$ cat config.mk
export PLATFORM = sky130hd
export DESIGN_NAME = counter_ctrl_flat
export DESIGN_NICKNAME = d
export VERILOG_FILES = /design/src/rtl/counter_ctrl_pkg.sv /design/src/rtl/counter_ctrl_if.sv /design/src/rtl/counter_presc.sv /design/src/rtl/counter_ctrl.sv /design/src/flat_wrapper.sv
export SDC_FILE = /design/constraint.sdc
export NUM_CORES = 1
export LEC_CHECK = 0
export ABC_AREA = 1
export CORE_AREA = 2 2 76 78
export DETAILED_ROUTE_END_ITERATION = 16
export DIE_AREA = 0 0 78 80
export PLACE_DENSITY_LB_ADDON = 0.2
export SETUP_SLACK_MARGIN = 0.3
export SLEW_MARGIN = 10
export SYNTH_ARGS = -nofsm -noshare
export SYNTH_HDL_FRONTEND = slang
export SYNTH_HIERARCHICAL = 1
export SYNTH_SLANG_ARGS = --single-unit
$ cat constraint.sdc
create_clock -name i_clk -period 2.8 [get_ports i_clk]
set_clock_uncertainty 0.15 [all_clocks]
set_input_delay 0.28 -clock i_clk [delete_from_list [all_inputs] [get_ports i_clk]]
set_output_delay 0.28 -clock i_clk [all_outputs]
set_load 0.01 [all_outputs]
$ cat src/rtl/counter_ctrl_pkg.sv
// Shared types for the counter sequencer: command opcodes and FSM states.
package counter_ctrl_pkg;

  typedef enum logic [1:0] {
    OP_START = 2'b00,
    OP_STOP  = 2'b01,
    OP_LOAD  = 2'b10,
    OP_CLEAR = 2'b11
  } op_e;

  typedef enum logic [1:0] {
    StIdle = 2'b00,
    StRun  = 2'b01,
    StHold = 2'b10,
    StDone = 2'b11
  } state_e;

endpackage

$ cat src/rtl/counter_ctrl_if.sv
// Command port of the counter sequencer: valid/ready handshake with opcode and load data.
interface counter_ctrl_if #(
  parameter int unsigned WIDTH = 8
) ();
  import counter_ctrl_pkg::*;

  logic             cmd_valid;
  logic             cmd_ready;
  op_e              cmd_op;
  logic [WIDTH-1:0] cmd_data;

  modport master (
    output cmd_valid,
    output cmd_op,
    output cmd_data,
    input  cmd_ready
  );

  modport slave (
    input  cmd_valid,
    input  cmd_op,
    input  cmd_data,
    output cmd_ready
  );

endinterface

$ cat src/rtl/counter_presc.sv
// Prescaler: raises step once every max(period,1) cycles while run is high.
module counter_presc #(
  parameter int unsigned PRESC_W = 16
) (
  input  logic               i_clk,
  input  logic               i_rst,
  input  logic               i_run,
  input  logic               i_restart,
  input  logic [PRESC_W-1:0] i_period,
  output logic               o_step
);

  logic [PRESC_W-1:0] r_psc;
  logic [PRESC_W-1:0] w_psc_d;
  logic [PRESC_W-1:0] w_last;

  // A period of 0 behaves like 1, i.e. a step every cycle.
  assign w_last = (i_period == '0) ? '0 : i_period - PRESC_W'(1);

  // >= rather than == so a period shrunk mid-run cannot strand psc above the terminal value.
  assign o_step = i_run && (r_psc >= w_last);

  // Next prescaler value: restart wins, counts only while running, holds otherwise.
  always_comb begin
    w_psc_d = r_psc;
    if (i_restart) begin
      w_psc_d = '0;
    end else if (i_run) begin
      w_psc_d = o_step ? '0 : r_psc + PRESC_W'(1);
    end
  end

  // Prescaler register with synchronous reset.
  always_ff @(posedge i_clk) begin
    if (i_rst) begin
      r_psc <= '0;
    end else begin
      r_psc <= w_psc_d;
    end
  end

endmodule

$ cat src/rtl/counter_ctrl.sv
// Counter sequencer: takes START/STOP/LOAD/CLEAR commands and drives the counter's
// clear/load/increment pins, pacing increments and stopping or wrapping at a limit.
module counter_ctrl
  import counter_ctrl_pkg::*;
#(
  parameter int unsigned WIDTH   = 8,
  parameter int unsigned PRESC_W = 16,
  parameter bit          WRAP    = 1'b0
) (
  input  logic               i_clk,
  input  logic               i_rst,
  counter_ctrl_if.slave      io_cmd,
  input  logic [PRESC_W-1:0] i_period,
  input  logic [WIDTH-1:0]   i_limit,
  input  logic [WIDTH-1:0]   i_count,
  output logic               o_cnt_rst,
  output logic               o_cnt_en,
  output logic               o_cnt_ld,
  output logic [WIDTH-1:0]   o_cnt_v,
  output logic               o_busy,
  output logic               o_done
);

  state_e           r_state, w_state_d;
  logic             r_cmd_ready, w_cmd_ready_d;
  logic             r_cnt_rst, w_cnt_rst_d;
  logic             r_cnt_en, w_cnt_en_d;
  logic             r_cnt_ld, w_cnt_ld_d;
  logic [WIDTH-1:0] r_cnt_v, w_cnt_v_d;
  logic             r_busy;
  logic             r_done, w_done_d;

  logic             w_accept;
  logic             w_restart;
  logic             w_step;
  logic [WIDTH-1:0] w_pc;

  assign w_accept = io_cmd.cmd_valid && r_cmd_ready;

  // START, CLEAR and a LOAD issued while running all realign the increment cadence.
  assign w_restart = w_accept &&
                     ((io_cmd.cmd_op == OP_START) || (io_cmd.cmd_op == OP_CLEAR) ||
                      ((io_cmd.cmd_op == OP_LOAD) && (r_state == StRun)));

  // Value the counter will hold once the strobe currently on its pins lands.
  assign w_pc = r_cnt_rst ? '0 :
                r_cnt_ld  ? r_cnt_v :
                            i_count + WIDTH'(r_cnt_en);

  counter_presc #(
    .PRESC_W (PRESC_W)
  ) u_presc (
    .i_clk     (i_clk),
    .i_rst     (i_rst),
    .i_run     (r_state == StRun),
    .i_restart (w_restart),
    .i_period  (i_period),
    .o_step    (w_step)
  );

  // Next state and next registered outputs; an accepted command pre-empts a step.
  always_comb begin
    w_state_d     = r_state;
    w_cmd_ready_d = ~w_accept;
    w_cnt_rst_d   = 1'b0;
    w_cnt_en_d    = 1'b0;
    w_cnt_ld_d    = 1'b0;
    w_cnt_v_d     = '0;
    w_done_d      = 1'b0;
    if (w_accept) begin
      unique case (io_cmd.cmd_op)
        OP_START: w_state_d = StRun;
        OP_STOP: begin
          if (r_state == StRun) begin
            w_state_d = StHold;
          end
        end
        OP_LOAD: begin
          w_cnt_ld_d = 1'b1;
          w_cnt_v_d  = io_cmd.cmd_data;
        end
        OP_CLEAR: begin
          w_cnt_rst_d = 1'b1;
          w_state_d   = StIdle;
        end
        default: ;
      endcase
    end else if (w_step) begin
      if (w_pc != i_limit) begin
        w_cnt_en_d = 1'b1;
      end else if (WRAP) begin
        w_cnt_ld_d = 1'b1;
        w_cnt_v_d  = '0;
        w_done_d   = 1'b1;
      end else begin
        w_done_d  = 1'b1;
        w_state_d = StDone;
      end
    end
  end

  // State and output registers; reset leaves a single counter-clear pulse behind.
  always_ff @(posedge i_clk) begin
    if (i_rst) begin
      r_state     <= StIdle;
      r_cmd_ready <= 1'b0;
      r_cnt_rst   <= 1'b1;
      r_cnt_en    <= 1'b0;
      r_cnt_ld    <= 1'b0;
      r_cnt_v     <= '0;
      r_busy      <= 1'b0;
      r_done      <= 1'b0;
    end else begin
      r_state     <= w_state_d;
      r_cmd_ready <= w_cmd_ready_d;
      r_cnt_rst   <= w_cnt_rst_d;
      r_cnt_en    <= w_cnt_en_d;
      r_cnt_ld    <= w_cnt_ld_d;
      r_cnt_v     <= w_cnt_v_d;
      r_busy      <= (w_state_d == StRun);
      r_done      <= w_done_d;
    end
  end

  assign io_cmd.cmd_ready = r_cmd_ready;
  assign o_cnt_rst        = r_cnt_rst;
  assign o_cnt_en         = r_cnt_en;
  assign o_cnt_ld         = r_cnt_ld;
  assign o_cnt_v          = r_cnt_v;
  assign o_busy           = r_busy;
  assign o_done           = r_done;

endmodule
$ cat src/flat_wrapper.sv
// flat-port wrapper written by rule: the top's interface ports become plain ports
module counter_ctrl_flat import counter_ctrl_pkg::*;
#(
  parameter int unsigned WIDTH   = 8,
  parameter int unsigned PRESC_W = 16,
  parameter bit          WRAP    = 1'b0
)
  (i_clk, i_rst, i_period, i_limit, i_count, o_cnt_rst, o_cnt_en, o_cnt_ld, o_cnt_v, o_busy, o_done, io_cmd_cmd_valid, io_cmd_cmd_op, io_cmd_cmd_data, io_cmd_cmd_ready);
  counter_ctrl_if #(.WIDTH(WIDTH)) io_cmd_i ();
  input  logic i_clk;
  input  logic i_rst;
  input  logic [PRESC_W-1:0] i_period;
  input  logic [WIDTH-1:0] i_limit;
  input  logic [WIDTH-1:0] i_count;
  output logic o_cnt_rst;
  output logic o_cnt_en;
  output logic o_cnt_ld;
  output logic [WIDTH-1:0] o_cnt_v;
  output logic o_busy;
  output logic o_done;
  input wire logic [$bits(io_cmd_i.cmd_valid)-1:0] io_cmd_cmd_valid;
  input wire logic [$bits(io_cmd_i.cmd_op)-1:0] io_cmd_cmd_op;
  input wire logic [$bits(io_cmd_i.cmd_data)-1:0] io_cmd_cmd_data;
  output wire logic [$bits(io_cmd_i.cmd_ready)-1:0] io_cmd_cmd_ready;
  assign io_cmd_i.cmd_valid = io_cmd_cmd_valid;
  assign io_cmd_i.cmd_op = io_cmd_cmd_op;
  assign io_cmd_i.cmd_data = io_cmd_cmd_data;
  assign io_cmd_cmd_ready = io_cmd_i.cmd_ready;
  counter_ctrl #(.WIDTH(WIDTH), .PRESC_W(PRESC_W), .WRAP(WRAP)) u_core (.i_clk(i_clk), .i_rst(i_rst), .io_cmd(io_cmd_i), .i_period(i_period), .i_limit(i_limit), .i_count(i_count), .o_cnt_rst(o_cnt_rst), .o_cnt_en(o_cnt_en), .o_cnt_ld(o_cnt_ld), .o_cnt_v(o_cnt_v), .o_busy(o_busy), .o_done(o_done));
endmodule
# Word level (Yosys, flattened, before mapping)
# Cells that the tools add are included.
# Widths: inputs -> output; s select.
totals:
  inputBits: 45
  register_bits: 32
  word_cells: 48
  latch_bits: 0
  ram_bits: 0
  romBits: 0
  memories: 0
  output_inout_bits: 14
op_classes:
  n_bitwise: 3
  n_mux: 14
  order_cmp: 1
  n_eq_ne: 6
  n_addsub: 3
  n_div: 0
  n_reduce_logical: 12
  n_mul: 0
  shift: 0
op_table:
  columns: ["operator", "count"]
  rows:
  - ["$mux 16", 2]
  - ["$add 16x1->16 const B", 1]
  - ["$ge 16x16->1", 1]
  - ["$logic_not 16->1", 1]
  - ["$mux 8", 2]
  - ["$sub 16x1->16 const B", 1]
  - ["$add 8x1->8", 1]
  - ["$mux 2", 4]
  - ["$ne 8x8->1", 1]
  - ["$eq 2x1->1 const B", 3]
  - ["$pmux 2 s3", 1]
  - ["$reduce_or 3->1", 2]
  - ["$mux 1", 5]
  - ["$eq 2x2->1 const B", 2]
  - ["$logic_and 1x1->1", 4]
  - ["$reduce_or 2->1", 2]
  - ["$not 1->1", 3]
  - ["$logic_not 2->1", 1]
  - ["$logic_or 1x1->1", 2]

# Depth between registers and ports, before layout
logic_depth:
  word_depth: 8
  ltp_mapped: 24
  mapped_depth_nobuf: 24

# Modules after synthesis
# The synthesis kept the hierarchy.
by_module_without_submodules:
  columns: ["mod", "cells_per_inst", "seq_area_each_um2", "n_inst", "area_per_inst_um2"]
  rows:
  - ["counter_presc", 251, 320.3, 1, 1644.1]
  - ["counter_ctrl", 164, 320.3, 1, 1062.3]

# Worst setup path before layout
# OpenSTA, ideal clock, no wires.
synth_timing:
  kind: "input port to flip-flop"
  from: "input port i_period[0]"
  to: "register u_core.r_busy (netlist: u_core/o_busy)"
  stages: 21
  arrival_time_ns: 2.326
  required_ns: 2.588
  setup_time_ns: 0.062
  n_path_buf: 0
  path_slack_ns: 0.262
  path_cell_list: "inv_1 -> ha_1 -> inv_1 -> nor2_1 -> inv_1 -> nor3_2 -> or2_2 -> nand3_1 -> ha_1 -> nand2_1 -> nor3_1 -> nand2_1 -> nand2_1 -> nand2_1 -> inv_1 -> inv_1 -> nor2_2 -> nand2_2 -> nand2_2 -> inv_2 -> nor2_2"
synth_via:
  elab_chain_len: 7
  word_cells_on_any_way: 8
  classes_between: "add/sub (1); order compare (1); eq/ne (1); mux (3); reduce/logical (2)"
synth_rtl:
  columns: ["element", "line", "source"]
  rows:
  - ["start: declaration", "flat_wrapper.sv:12", "input logic [PRESC_W-1:0] i_period;"]
  - ["$sub 16x1->16 / $logic_not 16->1 (equally long branches)", "counter_presc.sv:18", "assign w_last = (i_period == '0) ? '0 : i_period - PRESC_W'(1);"]
  - ["$mux 16 (*)", "counter_presc.sv:18", null]
  - ["$ge 16x16->1 (*)", "counter_presc.sv:21", "assign o_step = i_run && (r_psc >= w_last);"]
  - ["$logic_and 1x1->1 (*)", "counter_presc.sv:21", null]
  - ["via u_core.w_step", "counter_ctrl.sv:35", "logic w_step;"]
  - ["$mux 2 (*)", "counter_ctrl.sv:88", "end else if (w_step) begin"]
  - ["$mux 2 (*)", "counter_ctrl.sv:70", "if (w_accept) begin"]
  - ["$eq 2x1->1 (*)", "counter_ctrl.sv:120", "r_busy <= (w_state_d == StRun);"]
  - ["end signal: assignment", "counter_ctrl.sv:120", null]
  - ["end: declaration", "counter_ctrl.sv:30", "logic r_busy;"]
# The timed path passes the listed nets; every way through them passes the cells marked *.
# A chain may end at the register's enable or synchronous reset.

# Final worst setup path
layout_timing:
  from: "input port i_period[11]"
  to: "register u_core.r_state[1]"
layout_via:
  elab_chain_len: 6
  word_cells_on_any_way: 7
  classes_between: "add/sub (1); order compare (1); mux (3); reduce/logical (2)"
layout_rtl:
  columns: ["element", "line", "source"]
  rows:
  - ["$sub 16x1->16 / $logic_not 16->1 (equally long branches)", "counter_presc.sv:18", null]
  - ["$mux 16 (*)", "counter_presc.sv:18", null]
  - ["$ge 16x16->1 (*)", "counter_presc.sv:21", null]
  - ["$logic_and 1x1->1 (*)", "counter_presc.sv:21", null]
  - ["via u_core.w_step", "counter_ctrl.sv:35", null]
  - ["$mux 2 (*)", "counter_ctrl.sv:88", null]
  - ["$mux 2 (*)", "counter_ctrl.sv:70", null]
  - ["end signal: assignment", "counter_ctrl.sv:105", "r_state <= StIdle;"]
  - ["end signal: assignment", "counter_ctrl.sv:114", "r_state <= w_state_d;"]
  - ["end: declaration", "counter_ctrl.sv:24", "state_e r_state, w_state_d;"]
# Marks and branches as above.

==> impl_results.md <==
* Crit share post-route at 97.09%
* Root buf cell: clkbuf_8
* Area growth, synth to finish at 47.62%
* Final instance area at approximately 4000 um2
* Hold buffer count at CTS at 0
* Reg area at between 600 and 700 um2
* Crit path launch: i_period[11]
* Crit. End Element: flip-flop
* Top cell type's share of synthesized area at roughly a quarter
* Crit path DAT at 2.73 ns
* First-pass GRT wire length at ~11000 um
* Number of top-level pins at between 50 and 60
* Peak VDD IR at 252.9 uV
* CTS Buf Count at 5
* Slew margin rel. at a little over two thirds
* Multi-input logic area at around 2000 um2
* Achievable frequency at ~370 MHz
* Post-synth EDFFs at 0
* Die Height at approximately 80 um
* Crit path cell chain: buf_6 > nor2_4 > nand4_1 > buf_4 > nand3b_1 > buf_6 > nand3_1 > ha_4 > a21oi_1 > o21ai_0 > a21oi_1 > nand2_1 > nand2_2 > inv_2 > nand4_1 > nand2_1 > nand2_2 > a21oi_1
* Post-synth top cells: nand2_1, nor2_1, inv_1
* Flop2flop setup slack at 0.55 ns
* Clock latency on the worst-skew pair at ~0.27 ns
* Vias per cell at between 4 and 5
* RR Startpoint: u_core/o_cnt_en
* Power Density at about 290 nW/um2
* Hold path cells at 3
* Critical Path RT at around 2.8 ns
* N_diodes at 0
* Hold path endpoint: u_core/o_cnt_v[1]
* Distinct cells, synth at 39
* Post-synth top area cell: dfxtp_1
* Num Clock Sinks at 32
* Residual DRC at 0
* Worst hold start: io_cmd_cmd_data[1]
* Crit path kind: in2reg
* Synth Flop Type: dfxtp_1
* Hold_ws at approximately 0.37 ns
* R2r worst-path depth at 14
* HP Class: in2reg
* Top post-synthesis cells by area: dfxtp_1, nand2_1, ha_1
* Run status: finished clean
* NumNets Final at slightly below 600
* Initial DRT Pass Iterations at 4
* Syn Area/Cell at approximately 6.5 um2
* 1st-iter DRT viols at 140
* Worst reg2reg path endpoint: u_core/o_busy
* Reg clk slew, reported paths at ~0.06 ns
* Initial Utilization at 50.07%
* Worst slew pin tran at between 0.4 and 0.5 ns
* Pins Over Slew Limit at 0
* Drt total wl at 7029 um
* H-tree levels at 2
* Total die area at 6240 um2
* CTS tree: done
* # rows at 27
* Critical-path maximum fanout at 5
* Pin count of the biggest net entering global routing at 15
* ANT nets after route at 0
* Final setup margin at roughly 0.08 ns
* Syn Inst Count at between 400 and 500
* Initial antenna violation count at 0
* Post-synthesis cell area at 2706 um2
* Yosys synthesis warning count at 6
* PortBufs at between 50 and 60
* Fillers at between 400 and 500
* Crit start category: primary input
* Post-DP HPWL at approximately 5200 um
* Yosys reg bits at 32
* Placement Cell Area at approximately 3600 um2
* GP Congestion at approximately 0.85
* Syn Nets at between 400 and 500
* Fin util at about three quarters
* Pre-CTS setup slack at -0.4071 ns
* Worst path max stage delay at approximately 0.29 ns
* FFs w/ async S/R, synth at 0%
* RSZ-0062 raised after global routing: true
* Max clock buf depth at 2
* Via Count at between 2000 and 3000
* Total power at approximately 1.2 mW
* Fin. Hold Viols at 0
* Grt ovf at 0
* Width of the chip at 78 um
* Slowest-stage cell, CP: nand3b_1
* Vias in the first global route at 2660
* Total GRT Usage at a little over a fifth
* Post-route minimum period at about 2.7 ns
* Routed len/inst at 11.91 um
* Layout cells sized above 1 at roughly 29%
* Leak at around 1.8 nW
* CP most frequent cell: a21oi_1
* Most numerous cell in the Yosys netlist: nand2_1
* Seq/Total Area, Yosys at between 20% and 30%
* Setup violators final at 0
* MaxCap Viol Count at 0
* CORE AREA at around 5400 um2
## flip-flops by register name (all words and copies together), names as in the netlist
register                 flops
u_core/o_cnt_en              1
u_core/u_presc/r_psc        16
u_core/o_done                1
u_core/o_busy                1
u_core/o_cnt_ld              1
u_core/o_cnt_v               8
u_core/io_cmd.cmd_ready      1
u_core/r_state               2
u_core/o_cnt_rst             1
## final cells by class
type | instances | share of cell area [%]
Sequential cell | 32 | 16.04
Tap cell | 72 | 2.255
Timing Repair Buffer | 100 | 22.11
Clock buffer | 6 | 1.816
Inverter | 62 | 5.825
Clock inverter | 2 | 0.8769
Multi-Input combinational cell | 316 | 51.08
## metal layers
metal / vias up / global-route usage (%) / wire, um
li1: 1537 / - / -
met1: 1307 / 28.76 / 3148
met2: 60 / 37.59 / 3558
met3: 10 / 3.620 / 254
met4: 0 / 5.614 / 68
met5: - / 0 / 0
## how the worst max path moves through the flow
stage / endpoint / cells after the start
CTS: u_core/o_busy / 22
global placement: u_core/o_busy / 24
finish: u_core/r_state[1] / 18
floorplan: u_core/o_busy / 21
detailed placement: u_core/o_busy / 24
global route: u_core/o_busy / 25
## through the flow
stage	TNS (ns)	std cells
finish	0	590
global route	-0.01623	590
CTS	0	589
detailed placement	-5.507	572
global placement	-5.215	572
floorplan	0	415
## timing repair
| action | CTS | global route |
|---|---|---|
| cloned | 1 | 0 |
| endpoints found under the setup margin | 21 | 21 |
| resized for setup | 81 | 48 |
| setup buffers | 8 | 1 |
| pin swaps | 21 | 23 |
## logic make-up after synthesis
logic type	after synthesis	share of synthesized area (%)
AO/OA/AOI/OAI	29	6.241
XOR/XNOR	11	3.560
adder cells (fa/ha/maj)	25	11.56
buffers and inverters	67	9.940
flip-flops	32	23.67
multiplexers	1	0.3699
AND/OR/NAND/NOR	250	44.66
## cells in the final DEF (no fill, tap or decap), drive strengths merged, types with 2 or more instances in the layout
cell             n
xnor2            4
nand3           35
inv             61
nand3b           7
o21bai           2
or2              7
clkdlybuf4s15    4
nand4            9
buf             53
nor3             8
clkinv           2
nor2            81
nand2          100
xor2             7
ha              25
clkdlybuf4s50   42
o21ai           10
dfxtp           32
nor4             2
clkbuf           6
a21oi           11
## worst max-delay path: cells and delay by family
kind            cells  cell delay (ns)
compound gates      4             0.51
fa+ha+maj           1             0.22
buf+inv             4             0.56
simple gates        9             1.16
## power by group
group          switching (mW)  leakage, nW  internal (mW)  total [mW]
Sequential            0.00509        0.259          0.460       0.465
Combinational           0.131         1.53          0.143       0.274
Clock                   0.163       0.0552          0.264       0.427
Power figures use the tool's default switching activity.
